<file path="src/rtl/wake_pkg.sv">
// Shared definitions for the wake sequencer: default timing parameters,
// FSM state encoding, register addresses and register bit positions.
package wake_pkg;

  localparam int DEF_WFI_DEBOUNCE  = 4;
  localparam int DEF_SETTLE_CYCLES = 16;
  localparam int DEF_TIMER_W       = 24;

  typedef enum logic [2:0] {
    ST_RUN    = 3'd0,
    ST_ARM    = 3'd1,
    ST_SLEEP  = 3'd2,
    ST_SETTLE = 3'd3,
    ST_WAKE   = 3'd4
  } wake_state_t;

  localparam logic [1:0] ADDR_CTRL       = 2'd0;
  localparam logic [1:0] ADDR_TIMER_LOAD = 2'd1;
  localparam logic [1:0] ADDR_STATUS     = 2'd2;
  localparam logic [1:0] ADDR_COUNT      = 2'd3;

  localparam int CTRL_TIMER_EN = 0;
  localparam int CTRL_EXT_EN   = 1;
  localparam int STAT_TIMER    = 0;
  localparam int STAT_EXT      = 1;

endpackage

</file>
<file path="src/rtl/wake_sync.sv">
// Two-flop synchroniser for an asynchronous pin followed by a rising-edge
// detector; pulse is high for exactly one clk cycle per synchronised edge.
module wake_sync (
  input  logic clk,
  input  logic rst_n,
  input  logic async_in,
  output logic pulse
);

  logic [2:0] sync_q;

  // Shift the pin through two metastability flops plus one edge-history flop.
  always_ff @(posedge clk) begin
    if (!rst_n) sync_q <= '0;
    else        sync_q <= {sync_q[1:0], async_in};
  end

  assign pulse = sync_q[1] & ~sync_q[2];

endmodule

</file>
<file path="src/rtl/wake_ctrl.sv">
// Sleep/wake sequencer: debounces the CPU idle flag, gates the core clock,
// wakes on the wake timer or the external pin, and raises wake_irq once the
// PLL has held lock for SETTLE_CYCLES consecutive cycles.
//
//  state  | meaning
//  RUN    | core clock running, watching wfi
//  ARM    | one cycle: load the wake timer, confirm wfi still high
//  SLEEP  | core clock gated, waiting for a wake event
//  SETTLE | clock ungated, waiting for a stable PLL lock
//  WAKE   | wake_irq asserted until the CPU drops wfi
module wake_ctrl
  import wake_pkg::*;
#(
  parameter int WFI_DEBOUNCE  = DEF_WFI_DEBOUNCE,
  parameter int SETTLE_CYCLES = DEF_SETTLE_CYCLES,
  parameter int TIMER_W       = DEF_TIMER_W
) (
  input  logic        clk,
  input  logic        rst_n,
  input  logic        wfi,
  input  logic        ext_wake,
  input  logic        pll_lock,
  input  logic        cfg_we,
  input  logic [1:0]  cfg_addr,
  input  logic [31:0] cfg_wdata,
  output logic [31:0] cfg_rdata,
  output logic        clk_gate,
  output logic        wake_irq
);

  localparam int WFI_W = $clog2(WFI_DEBOUNCE) + 1;
  localparam int SET_W = $clog2(SETTLE_CYCLES) + 1;
  localparam logic [WFI_W-1:0] WFI_LAST = WFI_W'(WFI_DEBOUNCE - 1);
  localparam logic [SET_W-1:0] SET_LAST = SET_W'(SETTLE_CYCLES - 1);

  wake_state_t        state, next_state;
  logic [WFI_W-1:0]   wfi_cnt;
  logic [SET_W-1:0]   settle_cnt;
  logic [TIMER_W-1:0] timer_cnt;
  logic [TIMER_W-1:0] timer_load;
  logic [1:0]         ctrl;
  logic [1:0]         status;
  logic [1:0]         status_set;
  logic [1:0]         status_clr;
  logic [31:0]        rdata_nxt;
  logic               ext_evt;
  logic               timer_en, ext_en;
  logic               timer_hit, ext_hit, wake_evt;
  logic               wfi_ok;
  logic               clk_gate_nxt, wake_irq_nxt;
  logic               unused_wdata;

  assign unused_wdata = &{1'b0, cfg_wdata[31:TIMER_W]};

  wake_sync u_ext_sync (
    .clk      (clk),
    .rst_n    (rst_n),
    .async_in (ext_wake),
    .pulse    (ext_evt)
  );

  assign timer_en  = ctrl[CTRL_TIMER_EN];
  assign ext_en    = ctrl[CTRL_EXT_EN];
  assign timer_hit = timer_en && (timer_cnt == '0);
  assign ext_hit   = ext_en && ext_evt;
  assign wfi_ok    = wfi && (wfi_cnt == WFI_LAST);

  // Count consecutive wfi=1 cycles before the current one, saturating.
  always_ff @(posedge clk) begin
    if (!rst_n || !wfi)         wfi_cnt <= '0;
    else if (wfi_cnt != WFI_LAST) wfi_cnt <= wfi_cnt + 1'b1;
  end

  // State register; outputs are registered from next_state so they switch on the same edge.
  always_ff @(posedge clk) begin
    if (!rst_n) begin
      state    <= ST_RUN;
      clk_gate <= 1'b0;
      wake_irq <= 1'b0;
    end else begin
      state    <= next_state;
      clk_gate <= clk_gate_nxt;
      wake_irq <= wake_irq_nxt;
    end
  end

  // Next-state decision.
  always_comb begin
    next_state = state;
    case (state)
      ST_RUN:    if (wfi_ok && (timer_en || ext_en)) next_state = ST_ARM;
      ST_ARM:    next_state = wfi ? ST_SLEEP : ST_RUN;
      ST_SLEEP:  if (wake_evt) next_state = ST_SETTLE;
      ST_SETTLE: if (pll_lock && (settle_cnt == SET_LAST)) next_state = ST_WAKE;
      ST_WAKE:   if (!wfi) next_state = ST_RUN;
      default:   next_state = ST_RUN;
    endcase
  end

  // Output decode from the state being entered.
  always_comb begin
    clk_gate_nxt = (next_state == ST_SLEEP);
    wake_irq_nxt = (next_state == ST_WAKE);
  end

  // Wake causes seen this cycle; only meaningful while sleeping.
  always_comb begin
    status_set = '0;
    if (state == ST_SLEEP) begin
      status_set[STAT_TIMER] = timer_hit;
      status_set[STAT_EXT]   = ext_hit;
    end
    wake_evt   = |status_set;
    status_clr = (cfg_we && (cfg_addr == ADDR_STATUS)) ? cfg_wdata[1:0] : 2'b00;
  end

  // Wake timer: loaded in ARM, counts down to zero while sleeping with the timer enabled.
  always_ff @(posedge clk) begin
    if (!rst_n)
      timer_cnt <= '0;
    else if (state == ST_ARM)
      timer_cnt <= timer_load;
    else if ((state == ST_SLEEP) && timer_en && (timer_cnt != '0))
      timer_cnt <= timer_cnt - 1'b1;
  end

  // Settle counter: consecutive locked cycles in SETTLE, restarts on any lock drop.
  always_ff @(posedge clk) begin
    if (!rst_n || (state != ST_SETTLE) || !pll_lock) settle_cnt <= '0;
    else                                             settle_cnt <= settle_cnt + 1'b1;
  end

  // Register file; a new cause in the same cycle as its clear keeps the bit set.
  always_ff @(posedge clk) begin
    if (!rst_n) begin
      ctrl       <= '0;
      timer_load <= '0;
      status     <= '0;
    end else begin
      if (cfg_we && (cfg_addr == ADDR_CTRL))       ctrl       <= cfg_wdata[1:0];
      if (cfg_we && (cfg_addr == ADDR_TIMER_LOAD)) timer_load <= cfg_wdata[TIMER_W-1:0];
      status <= (status & ~status_clr) | status_set;
    end
  end

  // Read mux over the current register values.
  always_comb begin
    rdata_nxt = '0;
    case (cfg_addr)
      ADDR_CTRL:       rdata_nxt = {30'd0, ctrl};
      ADDR_TIMER_LOAD: rdata_nxt = 32'(timer_load);
      ADDR_STATUS:     rdata_nxt = {30'd0, status};
      ADDR_COUNT:      rdata_nxt = 32'(timer_cnt);
      default:         rdata_nxt = '0;
    endcase
  end

  // Registered read data, one cycle behind the address.
  always_ff @(posedge clk) begin
    if (!rst_n) cfg_rdata <= '0;
    else        cfg_rdata <= rdata_nxt;
  end

endmodule

</file>
<file path="config.mk">
export PLATFORM = sky130hd
export DESIGN_NAME = wake_ctrl
export DESIGN_NICKNAME = d
export VERILOG_FILES = /design/src/rtl/wake_pkg.sv /design/src/rtl/wake_sync.sv /design/src/rtl/wake_ctrl.sv
export SDC_FILE = /design/constraint.sdc
export NUM_CORES = 1
export LEC_CHECK = 0
export BUFFER_PORTS_ARGS = -buffer_cell sky130_fd_sc_hd__buf_4
export CAP_MARGIN = 0
export CORE_MARGIN = 1
export CORE_UTILIZATION = 40
export DETAILED_ROUTE_END_ITERATION = 10
export GPL_TIMING_DRIVEN = 0
export PLACE_DENSITY = 0.68
export SETUP_SLACK_MARGIN = 0.5
export SYNTH_ARGS = -nofsm -noshare
export SYNTH_HDL_FRONTEND = slang
export SYNTH_SLANG_ARGS = --single-unit
export TNS_END_PERCENT = 50
</file>
<file path="constraint.sdc">
create_clock -name clk -period 4.1 [get_ports clk]
set_input_delay 0.205 -clock clk [delete_from_list [all_inputs] [get_ports clk]]
set_output_delay 0.205 -clock clk [all_outputs]
set_load 0.005 [all_outputs]
</file>
==> results.json <==
{
  "hold_violations": 0,
  "final.setup.tns_ns": 0,
  "max-cap-violations": 0,
  "track_usage_pct": 20.4,
  "start_util_pct": 42.0,
  "die_y_um": 104,
  "slew_violations": 0,
  "layout_setup_ws_ns": 1.60,
  "place_congestion": 0.870,
  "max_freq_ghz": 0.399,
  "grt_pass1_wl_um": 17400,
  "place_hpwl_um": 7600,
  "postRouteAntennaNets": 0,
  "route.met2.wl_um": 5110,
  "maxSlewHeadroom_pct": 29.1,
  "cts_buffer_depth": 2,
  "pre_cts_ws_ns": 1.57,
  "cts_made_buffers": 9,
  "yosysSeqAreaShare_pct": 44.1,
  "die_area_mm2": 0.0109,
  "wl_um": 10800,
  "fin_worst_skew_ns": 0.0114,
  "ios": 74,
  "crit_path_frequent_cell": "nor2_1",
  "wl_met1_um": 4920,
  "cp_max_fo": 10,
  "synth_top_area_share_pct": 44.1,
  "grt_pass1_vias": 3411,
  "worst_slew_pin_slew_ns": 1.06,
  "grt_max_degree": 17,
  "htreeDepth": 3,
  "ctsResizeCount": 0,
  "highest_layer": "met4",
  "clk_pin_slew_ns": 0.10,
  "finalCriticalPeriod_ns": 2.50,
  "drive_gt1_share_pct": 19.7,
  "cpLargestDelayFamily": "simple AND/OR/NAND/NOR gates",
  "hold_depth": 2,
  "power.total_uw": 1590,
  "hp-class": "input pin to register",
  "first_pass_iters": 5,
  "status": "finished clean",
  "synth_enable_flop_cells": 0,
  "cts_tree": "yes",
  "syn_avg_cell_area_um2": 8.82,
  "drt_iter0_markers": 160,
  "yosysWarnings": 0,
  "rsz0062_at_grt": "no",
  "vias": 3630,
  "syn_area_mm2": 0.00418,
  "layout.cells.most_common_list": "92 x dfxtp_1, 78 x nand2_1, 63 x buf_4",
  "layout_commonest_cell": "dfxtp_1",
  "synth.distinct_cells": 70,
  "cts-root-buf": "clkbuf_8",
  "cp.buffers_inverters": 2,
  "yosys-top-cells-area": "dfxtp_1 44%, nand2_1 7.0%, mux2i_1 6.0%",
  "grt.overflow.total": 0,
  "route.detailed.drc": 0,
  "io_buffers": 55,
  "synthArstFlopShare_pct": 0,
  "p_per_area_mw_per_mm2": 320,
  "antenna_found_initial": 0,
  "startpoint_type": "register",
  "post_cts_buffers": 0,
  "nets": 593,
  "die_x_um": 104,
  "crit_type": "register to register",
  "synth_top_cell_by_area": "dfxtp_1",
  "cp-end-kind": "register",
  "cp.depth": 6,
  "crit_path_max_incr_delay_ns": 0.87,
  "cp_data_required_time_ns": 4.34,
  "cts.sinks": 92,
  "power_leakage_uw": 0.00195,
  "cp_data_arrival_time_ns": 2.74,
  "wl_per_cell_um": 15.7,
  "ys_seq_elements": 92,
  "num_rows": 36,
  "area_growth_pct": 18.9,
  "post_drt_via_cell_ratio": 5.30,
  "cp_cell_sequence": "inv_1, nor3_1, clkbuf_1, nor2_1, a222oi_1, nor2_1",
  "period_share_pct": 61.1,
  "clk_latency_ns": 0.37,
  "syn_inst": 474,
  "synth_ff_type": "dfxtp_1",
  "cts_hold_buffers": 0,
  "setup_viol": 0,
  "reg2regPathDepth": 6,
  "antenna_cells": 0,
  "n_fill_cell": 962,
  "ir_worst_vdd_uv": 160,
  "core_mm2": 0.00995,
  "critPathSlowestCell": "nor3_1",
  "dr_wl_met3_um": 547
}
==> path summary, 6_finish.rpt <==
kind | slack, ns | to | from
worst max-delay path | 1.60 | timer_cnt[14] | state[0]
worst min register to register | 0.45 | u_ext_sync.sync_q[1] | u_ext_sync.sync_q[0]
worst min-delay path | 0.04 | u_ext_sync.sync_q[0] | ext_wake
worst max register to register | 1.60 | timer_cnt[14] | state[0]
==> power by group <==
part           internal [uW]  switching [uW]  leakage (uW)
Clock                    241             334     0.0000893
Combinational           45.6            53.1       0.00112
Sequential               905            8.81      0.000744
Total                   1190             396       0.00195
==> state kept, by name (all words and copies together), names as in the netlist <==
signal and count:
clk_gate 1, wake_irq 1, state 3, wfi_cnt 3, ctrl 2, timer_cnt 24, timer_load 24, cfg_rdata 24
status 2, settle_cnt 5, u_ext_sync.sync_q 3
==> per-stage QoR <==
step	instances	hold slack (ns)	cell area [um^2]	util [%]
floorplan	481	0.332	4210	-
global placement	669	0.414	4780	48.1
detailed placement	669	0.421	4780	48.1
CTS	685	0.0408	4970	49.9
global route	685	0.0186	4970	49.9
finish	685	0.0424	4970	49.9
==> final cells by class <==
class,instances,area [um^2],area share [%]
sequential,92,1840,37.1
buffer,35,199,4.00
inverter,8,30.0,0.604
clock inverter,6,46.3,0.932
timing repair buffer,55,413,8.31
clock buffer,10,138,2.77
multi-input combinational,346,2130,43.0
tap,133,166,3.35
==> synthesized netlist by cell type (all sizes together) (2+ instances only) <==
cell type  number
xor2            2
nand4b          2
o311ai          5
xnor2           3
o2111ai         2
buf            14
a22oi           2
nand2b          3
or2             5
a21oi          35
nand2          79
nand3b          2
nor3           16
nor4            5
a31oi          14
ha              6
o211ai          6
clkbuf         21
o21a            2
and2            8
nand3           4
a32oi           3
nor2           50
mux2i          25
dfxtp          92
mux4            2
o21ai           7
inv             8
or4             6
or3             7
nor3b           2
nor2b           3
nand4           6
and3            7
o311a           2
==> worst reg2reg max path: stages (launching register included) <==
cell,delay (ns)
dfxtp_1,0.41
inv_1,0.13
nor3_1,0.87
clkbuf_1,0.57
nor2_1,0.11
a222oi_1,0.23
nor2_1,0.07
==> metal layers <==
metal / up-vias / global-route usage [%]
li1: 1813 / -
met1: 1690 / 25.8
met2: 111 / 34.6
met3: 16 / 5.01
met4: 0 / 5.20
met5: - / 0
==> cell families (layout without fill, tap and decap cells) <==
group | Yosys count | in the layout | synth area share [%]
AO/OA/AOI/OAI | 90 | 90 | 14.6
XOR/XNOR | 5 | 5 | 1.05
adder cells (fa/ha/maj) | 6 | 6 | 1.80
buffers and inverters | 43 | 114 | 5.48
flip-flops | 92 | 92 | 44.1
multiplexers | 28 | 28 | 7.34
other | 1 | 8 | 0.0897
AND/OR/NAND/NOR | 209 | 209 | 25.6
Note: power is estimated with default switching activity, not from simulation.
